File: src/rtl/mem_stage.sv
// Memory-access pipeline stage: accepts one op from execute, runs loads/stores
// over a req/ack memory port and hands a registered completion bundle to writeback.
module mem_stage #(
  parameter int MEM_TIMEOUT = 16
) (
  input  logic        clk,
  input  logic        rst_n,
  input  logic        ex_valid,
  output logic        ex_ready,
  input  logic        ex_we,
  input  logic        ex_rd_mem,
  input  logic        ex_wr_mem,
  input  logic [2:0]  ex_dest,
  input  logic [31:0] ex_alu,
  input  logic [31:0] ex_sdata,
  output logic        mem_req,
  output logic        mem_wr,
  output logic [31:0] mem_addr,
  output logic [31:0] mem_wdata,
  input  logic        mem_ack,
  input  logic [31:0] mem_rdata,
  output logic        wb_valid,
  output logic [41:0] exec_out,
  output logic [31:0] data_in,
  output logic        err,
  input  logic        err_clr
);

  localparam int CW = $clog2(MEM_TIMEOUT + 1);
  localparam logic [CW-1:0] CNT_LAST = CW'(MEM_TIMEOUT - 1);

  typedef enum logic {IDLE, BUSY} state_t;

  state_t        state_q, state_d;
  logic [CW-1:0] cnt_q, cnt_d;
  logic          mem_req_q, mem_req_d;
  logic          mem_wr_q, mem_wr_d;
  logic [31:0]   mem_addr_q, mem_addr_d;
  logic [31:0]   mem_wdata_q, mem_wdata_d;
  logic [2:0]    dest_q, dest_d;
  logic          we_q, we_d;
  logic          wb_valid_q, wb_valid_d;
  logic [41:0]   exec_out_q, exec_out_d;
  logic [31:0]   data_in_q, data_in_d;
  logic          err_q, err_d;

  logic is_mem_op, illegal_op;

  assign is_mem_op  = ex_rd_mem | ex_wr_mem;
  assign illegal_op = (ex_rd_mem & ex_wr_mem) | (ex_alu[1:0] != 2'b00);

  always_comb begin
    state_d     = state_q;
    cnt_d       = cnt_q;
    mem_req_d   = mem_req_q;
    mem_wr_d    = mem_wr_q;
    mem_addr_d  = mem_addr_q;
    mem_wdata_d = mem_wdata_q;
    dest_d      = dest_q;
    we_d        = we_q;
    wb_valid_d  = 1'b0;
    exec_out_d  = '0;
    data_in_d   = data_in_q;
    // err_clr is applied first so a same-cycle set below wins
    err_d       = err_q & ~err_clr;

    unique case (state_q)
      IDLE: begin
        if (ex_valid) begin
          if (!is_mem_op) begin
            wb_valid_d = 1'b1;
            exec_out_d = {5'b0, ex_dest, ex_alu, 1'b0, ex_we};
          end else if (illegal_op) begin
            wb_valid_d = 1'b1;
            err_d      = 1'b1;
          end else begin
            mem_req_d   = 1'b1;
            mem_wr_d    = ex_wr_mem;
            mem_addr_d  = ex_alu;
            mem_wdata_d = ex_sdata;
            dest_d      = ex_dest;
            we_d        = ex_we;
            cnt_d       = '0;
            state_d     = BUSY;
          end
        end
      end
      BUSY: begin
        if (mem_ack) begin
          mem_req_d  = 1'b0;
          mem_wr_d   = 1'b0;
          wb_valid_d = 1'b1;
          state_d    = IDLE;
          if (mem_wr_q) begin
            exec_out_d = {5'b0, dest_q, mem_addr_q, 2'b00};
          end else begin
            exec_out_d = {5'b0, dest_q, mem_addr_q, 1'b1, we_q};
            data_in_d  = mem_rdata;
          end
        end else if (cnt_q == CNT_LAST) begin
          // Abort: squashed completion so writeback never stalls
          mem_req_d  = 1'b0;
          mem_wr_d   = 1'b0;
          wb_valid_d = 1'b1;
          err_d      = 1'b1;
          state_d    = IDLE;
        end else begin
          cnt_d = cnt_q + 1'b1;
        end
      end
      default: state_d = IDLE;
    endcase
  end

  always_ff @(posedge clk or negedge rst_n) begin
    if (!rst_n) begin
      state_q     <= IDLE;
      cnt_q       <= '0;
      mem_req_q   <= 1'b0;
      mem_wr_q    <= 1'b0;
      mem_addr_q  <= '0;
      mem_wdata_q <= '0;
      dest_q      <= '0;
      we_q        <= 1'b0;
      wb_valid_q  <= 1'b0;
      exec_out_q  <= '0;
      data_in_q   <= '0;
      err_q       <= 1'b0;
    end else begin
      state_q     <= state_d;
      cnt_q       <= cnt_d;
      mem_req_q   <= mem_req_d;
      mem_wr_q    <= mem_wr_d;
      mem_addr_q  <= mem_addr_d;
      mem_wdata_q <= mem_wdata_d;
      dest_q      <= dest_d;
      we_q        <= we_d;
      wb_valid_q  <= wb_valid_d;
      exec_out_q  <= exec_out_d;
      data_in_q   <= data_in_d;
      err_q       <= err_d;
    end
  end

  assign ex_ready  = (state_q == IDLE);
  assign mem_req   = mem_req_q;
  assign mem_wr    = mem_wr_q;
  assign mem_addr  = mem_addr_q;
  assign mem_wdata = mem_wdata_q;
  assign wb_valid  = wb_valid_q;
  assign exec_out  = exec_out_q;
  assign data_in   = data_in_q;
  assign err       = err_q;

endmodule

File: config.mk
export PLATFORM = sky130hd
export DESIGN_NAME = mem_stage
export DESIGN_NICKNAME = d
export VERILOG_FILES = /design/src/rtl/mem_stage.sv
export SDC_FILE = /design/constraint.sdc
export NUM_CORES = 1
export LEC_CHECK = 0
export ABC_AREA = 1
export BUFFER_PORTS_ARGS = -buffer_cell sky130_fd_sc_hd__buf_2
export CORE_UTILIZATION = 47
export CTS_CLUSTER_DIAMETER = 120
export CTS_CLUSTER_SIZE = 40
export DETAILED_ROUTE_END_ITERATION = 10
export GPL_TIMING_DRIVEN = 0
export PLACE_DENSITY = 0.9
export SLEW_MARGIN = 20
export SYNTH_ARGS = -nofsm -noshare
export SYNTH_HDL_FRONTEND = slang
export SYNTH_SLANG_ARGS = --single-unit
File: constraint.sdc
create_clock -name clk -period 1.7 [get_ports clk]
set_input_delay 0.255 -clock clk [delete_from_list [all_inputs] [get_ports clk]]
set_output_delay 0.255 -clock clk [all_outputs]
set_load 0.005 [all_outputs]
* After elaboration in Yosys (flattened, before gate mapping) *
Index checks and enable logic that the tools add are counted.

cells by class
  add/sub/neg operators = 1
  equal/unequal tests = 7
  multiplexer cells = 39
  bitwise operators = 8
  reduce and logical (&&, ||, !) cells = 5

operators with widths
  operator                                              count
  2-to-1 mux 37 bit                                     3
  case mux 42 bit (2 select lines)                      1
  2-to-1 mux 5 bit                                      5
  2-to-1 mux 1 bit                                      23
  case mux 1 bit (2 select lines)                       5
  case mux 5 bit (2 select lines)                       1
  != test 2 bit (second input constant)                 4
  AND reduction 4 bit                                   2
  adder 5 x 1 -> 5 bit (second input constant)          1
  equality test 5 x 4 -> 1 bit (second input constant)  1
  AND reduction 5 bit                                   1
  NOT 1 bit                                             4
  != test 3 x 2 -> 1 bit (second input constant)        1
  AND reduction 3 bit                                   1
  AND 1 bit                                             2
  2-to-1 mux 2 bit                                      1
  != test 2 x 1 -> 1 bit (second input constant)        1
  OR 1 bit                                              2
  nonzero test 2 bit                                    1

storage, ports and cells
  register bits after elaboration = 152
  logic and storage cells = 72

* Logic depth before layout (Yosys ltp) *
Gate-level depths: netlist of run 1.

  depth in word-level cells = 6
  gate-level depth with buffers = 9

* Worst setup path before layout of run 1 *
OpenSTA, ideal clock, no wires.

  kind = reg-to-reg
  start = register cnt_q[0]
  end = register cnt_q[4]
  arrival = 1.310 ns
  slack = 0.263 ns
  cell stages (with the launch flop) = 9
  path buffers = 0
  clock period less this slack = 1.437 ns
  cell sequence = dfrtp_1 -> ha_1 -> nand2_1 -> nor2_1 -> ha_1 -> nor2_1 -> nand2_1 -> nand3_1 -> o21ai_0

on the way
  word-level cells in the longest chain between the ends = 4
  elaborated cells on any way between the ends = 7
  those cells by class = 1 x add/sub; 2 x eq/ne; 3 x mux; 1 x reduce/logical

RTL lines
  what                             RTL line  text
  start: declaration               35        logic [CW-1:0] cnt_q, cnt_d;
  start signal: assignment         131       cnt_q <= cnt_d;
  adder 5 x 1 -> 5 bit             108       cnt_d = cnt_q + 1'b1;
  2-to-1 mux 5 bit                 100       end else if (cnt_q == CNT_LAST) begin
  2-to-1 mux 5 bit                 89        if (mem_ack) begin
  case mux 5 bit (2 select lines)  67        unique case (state_q)

Several ways; a longest one is shown, not always the timed one. The select of a mux whose other input is x is not followed.
A chain may end at the register's enable or synchronous reset.

* Final worst setup path of run 1 *
  start = register state_q
  end = register wb_valid_q, in the netlist wb_valid

on the way
  word-level cells in the longest chain between the ends = 2

RTL lines
  what                               RTL line  text
  start: declaration                 34        state_t state_q, state_d;
  start signal: assignment           130       state_q <= state_d;
  NOT 1 bit (no source line)         -
  case mux 1 bit (2 select lines) *  67
  via wb_valid_d                     42        logic wb_valid_q, wb_valid_d;
  end signal: assignment             138       wb_valid_q <= wb_valid_d;
  end: declaration                   42

The timed path passes the listed nets; every way through them passes the cells marked *.

==> results.md, run 1 <==
Outcome:
- The run finished, with violations left.
- The final reports fail on DRC.

Synthesis:
- The count of distinct cell types in the synthesized netlist is 26.
- The fraction of synthesized cell area taken by the top area cell type is 64.77%.
- The count of flip-flops with a built-in enable after synthesis is 0.
- The average cell area after synthesis is between 9 and 10 um2.
- Summed over all instances, the cell type with the most area after synthesis is sky130_fd_sc_hd__dfrtp_1.
- In this run the cell area of the synthesized design comes to around 5700 um2.
- The most common cell in the synthesized netlist is sky130_fd_sc_hd__nand2_1.
- By area the synthesized netlist is led by sky130_fd_sc_hd__dfrtp_1, sky130_fd_sc_hd__nand2_1, sky130_fd_sc_hd__o21ai_0.
- The predominant post-synthesis flop cell is sky130_fd_sc_hd__dfrtp_1.
- After synthesis the netlist holds a flip-flop and latch count of around 150.
- The part of the Yosys area used for sequential elements is around 65%.
- The cell count after synthesis is roughly 600.
- Sorting the synthesized cells by how often they occur yields sky130_fd_sc_hd__nand2_1, sky130_fd_sc_hd__dfrtp_1, sky130_fd_sc_hd__o21ai_0, sky130_fd_sc_hd__inv_1, sky130_fd_sc_hd__buf_2.
- The number of warnings issued by yosys is 0.
- Of all flip-flops after synthesis, the portion carrying an async set or reset was 100.0%.

Die:
- The floorplan step set the die height to 111.9 um.
- The overall die area is approximately 13,000 um2.
- Measured along the x axis, the die boundary spans between 100 and 150 um.
- The area inside the core boundary is ~12,000 um2.
- The starting density of the core is around half.
- The top-level I/O count is 250.
- The count of standard-cell rows is 39.

Finish:
- In the final layout, the share of cells above drive strength 1 is a little over a third.
- Registers take around 3700 um2.
- After the flow finishes, the layout carries non-filler instances totaling between 1,000 and 1,500.
- The count of nets after finishing is 989.
- For this run, the share of the core covered by cells in the final layout is between 60% and 70%.
- The synthesis-to-layout area growth is 37.43%.
- The layout has a little over 900 filler cells.
- The repair_antennas step left the layout with diodes totalling 0.
- The multi-input combinational cells in the finished layout cover a total of ~1600 um2.

Global routing:
- The number of global-route vias before repair is ~4,900.
- The wire length of the first global-routing pass is between 20,000 and 25,000 um.
- Entering global routing, the biggest net connects 76 pins.
- The remaining global-route overflow is 0.
- The initial antenna violation count is 0.
- The total global routing track utilization is about 25%.

Worst setup path:
- The number of cells on the worst reg-to-reg path is 4.
- The arrival time at the worst endpoint is about 1.9 ns.
- STA classifies the critical path endpoint as a register.
- The worst setup path is launched from a register.
- The worst setup path is of the reg2reg kind.
- The flop-to-flop setup slack is 0.07 ns.
- In this run the critical register-to-register path is captured at wb_valid.
- Along the worst path, the maximum fanout reaches 10.
- The most critical setup path has its startpoint at state_q.
- Data on the critical path is required at its endpoint by around 2 ns.
- The startpoint identified for the worst register-to-register timing path is state_q.

Place:
- The count of buffers inserted at the top-level ports is between 200 and 250.
- The final weighted congestion in routability-driven placement is slightly above 0.8.
- The setup slack after placement is -0.04035 ns.
- Detailed placement finished with a half-perimeter wire length of 10,510 um.
- In this run, placement finished with an instance count of approximately 1,000.

Power:
- The cell leakage power is between 4 and 5 nW.
- The peak ir drop on the vdd network is between 0.8 and 0.9 mV.
- The power per unit of standard cell area is 1304 nW/um2.
- The power consumption is slightly above 10 mW.

STA:
- The worst path in the final design needs a cycle of ~1.6 ns, including I/O delays and setup.
- Based on the critical path, the design can be clocked at up to around 620 MHz.
- Across the routed clock network, the largest skew measured is a little over 0.007 ns.
- The ratio of final minimum period to clock period is a little over nine tenths.
- The remaining max-slew budget at the tightest pin is 63.36%.
- The count of final max-slew check failures is 0.
- The aggregate negative setup slack is 0 ns.
- The slew at the pin closest to its max-slew limit is 0.5496 ns.
- Setup repair after global routing left no endpoint under its margin.
- The count of final hold-check violations is 0.
- The post-route worst setup slack is around 0.075 ns.
- Setup violations remaining at the end of the flow were counted as 0.

Route:
- Using the TritonRoute via totals, the vias-per-cell ratio works out to about 5.
- Dividing the detail-routed wire length by the instance count gives approximately 14 um.
- The overall routed net length is roughly 15,000 um.
- The detailed router finished its first iteration with 366 violations.
- The final routed DRC violation total is 19.
- The antenna violation net count after detailed routing is 0.
- Summing over every cut layer, the via total after detailed routing is 5,057.
- The number of optimization iterations in the first detailed-route pass is 8.

Clocking:
- At the later pin of the worst-skew pair, clock insertion delay measures 0.42 ns.
- The library cell used as clock root buffer is sky130_fd_sc_hd__clkbuf_16.
- TritonCTS created 17 clock buffers.
- After clock tree synthesis, the clock-pin slew on the worst setup and hold paths is approximately 0.06 ns.
- The clock tree from TritonCTS is done.
- The H-tree was split into 4 levels.
- The clock net in this run drives a total of approximately 150 sinks.
- Counting along the longest clock path gives a buffer depth of 2.

Hold path:
- The worst hold path terminates at err.
- The instance count along the most critical hold path is 2.
- The path class of the tightest hold or removal check is in2reg.
- The beginning of the worst hold path is err_clr.

Job:
- The count of maximum capacitance violations is 0.
## where the power goes
group          internal [mW]  switching [mW]  total, mW
Clock                   2.64            1.39       4.02
Sequential              4.13           0.380       4.51
Combinational          0.793           0.852       1.65
Total                   7.56            2.62       10.2
## sequential cells by signal, summed over array words and instances, names as in the netlist
name,cells
we_q,1
exec_out,37
err,1
mem_addr,32
dest_q,3
mem_wdata,32
state_q,1
data_in,32
mem_req,1
mem_wr,1
wb_valid,1
cnt_q,5
## cells by family after synthesis
group | after synthesis | share of synthesized area, %
buffers and inverters | 79 | 6.830
other | 1 | 0.06603
AO/OA/AOI/OAI | 74 | 6.653
flip-flops | 147 | 64.77
adder cells (fa/ha/maj) | 3 | 0.6610
AND/OR/NAND/NOR | 305 | 21.02
## stage by stage
| stage | cell area [um2] | hold WS (ns) |
|---|---|---|
| floorplan | 5694 | -0.04059 |
| global placement | 7094 | 0.4481 |
| detailed placement | 7132 | 0.2581 |
| CTS | 7791 | 0.01320 |
| global route | 7805 | 0.01921 |
| finish | 7805 | 0.02699 |
## worst max-delay path, stage by stage, from the launching register on
cell and delay (ns):
sky130_fd_sc_hd__dfrtp_1 0.47, sky130_fd_sc_hd__inv_2 0.11, sky130_fd_sc_hd__nand3_2 0.25, sky130_fd_sc_hd__clkbuf_1 0.40
sky130_fd_sc_hd__o211ai_1 0.22
## cell type report
cell class | instances | share of cell area, %
plain buffers | 32 | 2.613
clock buffers | 22 | 6.332
clock inverters | 9 | 1.924
inverters | 47 | 2.357
multi-input cells | 387 | 20.98
flip-flops and latches | 147 | 47.15
well taps | 143 | 2.292
repair buffers | 247 | 16.35
## cell usage in the layout (no fill, tap or decap), types with 2 or more instances in the layout
cell                         count
sky130_fd_sc_hd__buf_2         259
sky130_fd_sc_hd__buf_4           6
sky130_fd_sc_hd__buf_6           6
sky130_fd_sc_hd__bufinv_16       4
sky130_fd_sc_hd__clkbuf_1        4
sky130_fd_sc_hd__clkbuf_16      17
sky130_fd_sc_hd__clkbuf_8        5
sky130_fd_sc_hd__clkinv_2        3
sky130_fd_sc_hd__clkinvlp_4      2
sky130_fd_sc_hd__conb_1          5
sky130_fd_sc_hd__dfrtp_1       146
sky130_fd_sc_hd__ha_1            2
sky130_fd_sc_hd__inv_1          44
sky130_fd_sc_hd__nand2_1       277
sky130_fd_sc_hd__nand2_2         4
sky130_fd_sc_hd__nand3_1         9
sky130_fd_sc_hd__nor2_1          7
sky130_fd_sc_hd__nor2_2          2
sky130_fd_sc_hd__o211ai_1        2
sky130_fd_sc_hd__o21ai_0        63
sky130_fd_sc_hd__o21ai_1         7
sky130_fd_sc_hd__o22ai_1         2
## how the worst max path moves through the flow
stage / slack, ns / to / cells after the start
floorplan: 0.26 / cnt_q[4] / 8
global route: 0.01 / wb_valid / 4
finish: 0.07 / wb_valid / 4
detailed placement: -0.04 / exec_out[12] / 5
global placement: -1.67 / data_in[13] / 1
CTS: 0.02 / cnt_q[2] / 9
## metal layers
layer / up-vias / global-route usage (%) / share of wire (%) / routed length (um)
met1: 2395 / 29.59 / 40 / 5902
li1: 2407 / - / - / -
met3: 37 / 6.750 / 6.3 / 939
met5: - / 0 / 0 / 0
met2: 218 / 41.61 / 51 / 7524
met4: 0 / 12.16 / 3.4 / 499
## what timing repair did
item                       in CTS  in global routing
buffers inserted                0                  1
hold endpoints to repair       72                  0
cloned                          0                  0
setup endpoints to repair       7                  5
resized for setup               4                  3
hold buffers                    1                  0
(Power assumes the default switching activity.)
==> run 2, diff against run 1 <==
--- a/config.mk
+++ b/config.mk
@@ -7,11 +7,13 @@
 export LEC_CHECK = 0
 export ABC_AREA = 1
 export BUFFER_PORTS_ARGS = -buffer_cell sky130_fd_sc_hd__buf_2
+export CORE_ASPECT_RATIO = 0.9
 export CORE_UTILIZATION = 47
 export CTS_CLUSTER_DIAMETER = 120
 export CTS_CLUSTER_SIZE = 40
 export DETAILED_ROUTE_END_ITERATION = 10
 export GPL_TIMING_DRIVEN = 0
+export HOLD_SLACK_MARGIN = 0.12
 export PLACE_DENSITY = 0.9
 export SLEW_MARGIN = 20
 export SYNTH_ARGS = -nofsm -noshare
==> run 2 against run 1 <==
Against the previous run:
- utilization rose by 7.6 points
- count of clock-buffer cells in the layout decreased by 4
- critical path type unchanged
- register-to-register slack improved by 0.05 ns
- critical endpoint is now exec_out[31]
- largest power group unchanged
- the flow now finishes without violations
==> results.md, run 2 (synthesis gave the netlist of run 1 again) <==
STA:
- The ratio of final minimum period to clock period is just over 90%.
- The aggregate negative setup slack is 0 ns.
- Hold timing on the final database bottoms out at a slack of around 0.13 ns.
- The clock period could shrink to around 1.6 ns.
- The count of final max-slew check failures came to 0.
- The count of final hold-check violations is 0.
- Across the routed clock network, the largest skew measured is between 0.005 and 0.006 ns.
- Setup repair after global routing left no endpoint under its margin.
- For the pin with the worst max-slew slack, the measured transition is between 0.5 and 0.6 ns.
- Derived from the worst setup path, the maximum achievable clock frequency is roughly 630 MHz.
- The remaining max-slew budget at the tightest pin is 66.62%.
- The post-route worst setup slack is 0.1211 ns.
- Setup violations remaining at the end of the flow were counted as 0.

Route:
- The DRC violation total after the first TritonRoute iteration is 388.
- The routed length per placed instance is 16.05 um.
- The via density per instance is about 5.
- The final routed DRC violation total is 0.
- The number of optimization iterations in the first detailed-route pass is 5.
- For this block, the routed nets add up to ~18,000 um of wire.
- The antenna violation net count after detailed routing is 0.
- Detailed routing inserted a total of ~5,700 vias.

Global routing:
- The total global routing track utilization is slightly below 30%.
- The number of global-route vias before repair came to between 5,000 and 6,000.
- The maximum number of pins on one net before global-route repair is a little over 80.
- Global routing finished with a remaining overflow of 0.
- The first global-routing pass estimated 28,310 um of wire.
- The initial antenna violation count is 0.

Worst setup path:
- The cell with the largest stage delay on the worst path is sky130_fd_sc_hd__dfrtp_1.
- In this design, the stage delay of the slowest critical-path cell is 0.45 ns.
- The highest fanout seen on the critical path is 10.
- The number of cells traversed by the worst register-to-register path is 5.
- The kind of capture point of the worst setup path is a register.
- The startpoint kind of the worst setup timing path is a register.
- Counting buffers and inverters, the worst setup path is 5 cells deep.
- For the worst setup path, the data required time is 2.00 ns.
- The critical path class is reg2reg.
- Among cell families on the critical path, the largest total delay comes from buffers and inverters.
- The endpoint identified for the worst register-to-register timing path is exec_out[31].
- In this run the critical register-to-register path is launched from state_q.
- Walking the worst path, the cells encountered are nand2_2, inv_1, clkbuf_1, nand2_1, o21ai_0.
- The flop-to-flop setup slack is approximately 0.12 ns.
- Together, buffers and inverters on the worst path number 2.
- For the worst setup path, the data arrival time is 1.88 ns.

Finish:
- The synthesis-to-layout area growth is 53.14%.
- The count of nets after finishing is ~1,100.
- The commonest non-fill, non-tap cell in the layout is sky130_fd_sc_hd__nand2_1.
- The number of standard cells in the layout, taps in and fillers out is roughly 1,100.
- In the final layout, the share of cells above drive strength 1 is 32.11%.
- Measured on the finished design, the core utilization comes to 74.85%.
- The antenna diode count is 0.
- With fillers left out, the area of the finished cells amounts to between 8000 and 9000 um2.
- Leaving out fill and tap cells, the most frequent cells in the layout are sky130_fd_sc_hd__nand2_1, sky130_fd_sc_hd__buf_2, sky130_fd_sc_hd__dfrtp_1.
- The flip-flop count of the largest register after layout is 37.

Die:
- The area inside the core boundary is about 12,000 um2.
- For this configuration, the core starts out at a cell density of 48.87%.
- The top-level I/O count is 250.
- Measured along the x axis, the die boundary spans ~120 um.
- The count of standard-cell rows is 37.
- The vertical die dimension is 106.3 um.
- The die covers between 10,000 and 15,000 um2.

Power:
- In this run the static leakage power is roughly 5 nW.
- VDD sags by at most between 0.7 and 0.8 mV.
- After layout, the design draws a total of between 10 and 15 mW.
- For this design the ratio of total power to cell area is roughly 1200 nW/um2.

Place:
- Timing analysis after detailed placement gives a worst setup slack of between 0.08 and 0.09 ns.
- The final weighted congestion in routability-driven placement is 0.8494.
- Including well taps, the total number of placed cells is approximately 1,000.
- The count of buffers inserted at the top-level ports is approximately 240.
- The final HPWL from detailed placement is about 11,000 um.
- The post-detailed-placement cell area is between 7000 and 8000 um2.

Hold path:
- The instance count along the most critical hold path is 3.
- The worst hold path belongs to the class in2reg.
- The worst hold path begins at ex_we.
- For hold timing, the worst endpoint is we_q.

Clocking:
- The number of CTS-inserted buffers is 17.
- The clock tree from TritonCTS is done.
- The clock passes through at most 2 buffers.
- After clock tree synthesis, the clock-pin slew on the worst setup and hold paths is about 0.070 ns.
- For this design, the sink count on the clock tree is 147.
- The maximum level of the CTS H-tree is 4.
- The tree is rooted in a sky130_fd_sc_hd__clkbuf_16.
- In this run the post-CTS setup repair buffer count came out at 0.
- At the later pin of the worst-skew pair, clock insertion delay measures ~0.41 ns.

Outcome:
- The flow ran to the end, and the final reports show no timing, DRC or antenna violations.

Job:
- The tool flagged a number of max-cap violations equal to 0.
-- run 2: cell types whose count changed in the layout (fill, tap and decap cells not counted), moves of 2 or more --
cell                            change
sky130_fd_sc_hd__dlygate4sd3_1     +90
sky130_fd_sc_hd__clkbuf_8           -5
sky130_fd_sc_hd__clkinv_4           +4
sky130_fd_sc_hd__clkinv_2           -3
sky130_fd_sc_hd__inv_6              +3
sky130_fd_sc_hd__clkbuf_2           +2
sky130_fd_sc_hd__nor2_1             +2
sky130_fd_sc_hd__nor2_2             -2
-- run 2: cell type report --
class / instances / area (um2)
buffer: 32 / 206.4
clock buffer: 18 / 429.2
clock inverter: 14 / 203.9
fill: 722 / 2923
inverter: 47 / 183.9
multi-input combinational: 387 / 1630
sequential: 147 / 3679
tap: 156 / 195.2
timing repair buffer: 336 / 2170
-- run 2: how the worst max path moves through the flow --
stage             start             to
5_1_grt        cnt_q[0]       cnt_q[0]
3_5_place_dp   cnt_q[0]       cnt_q[4]
3_3_place_gp      rst_n  mem_wdata[20]
2_1_floorplan  cnt_q[0]       cnt_q[4]
4_1_cts        cnt_q[0]       cnt_q[3]
6_report        state_q   exec_out[31]
-- run 2: worst register-to-register path, delay by kind of cell, from the launching register on --
kind            cells  cell delay [ns]
simple gates        2             0.25
buf+inv             2             0.61
compound gates      1             0.15
flops               1             0.45
-- run 2: layer usage --
layer / share of wire [%] / global-route usage (%)
met1: 38 / 33.96
met2: 51 / 50.63
met3: 6.8 / 7.350
met4: 3.8 / 15.57
met5: 0 / 0
-- run 2: what timing repair did --
| item | CTS | global route |
|---|---|---|
| resized for setup | 0 | 6 |
| endpoints found under the hold margin | 169 | 1 |
| hold buffers | 90 | 1 |
| endpoints found under the setup margin | 0 | 8 |
-- run 2: report_power, final --
group | leakage (nW) | internal [mW] | total, mW | switching [mW]
sequential | 1.90 | 4.13 | 4.54 | 0.412
combinational | 2.74 | 0.923 | 1.89 | 0.970
clock | 0.298 | 2.48 | 4.01 | 1.53
total | 4.93 | 7.53 | 10.4 | 2.91
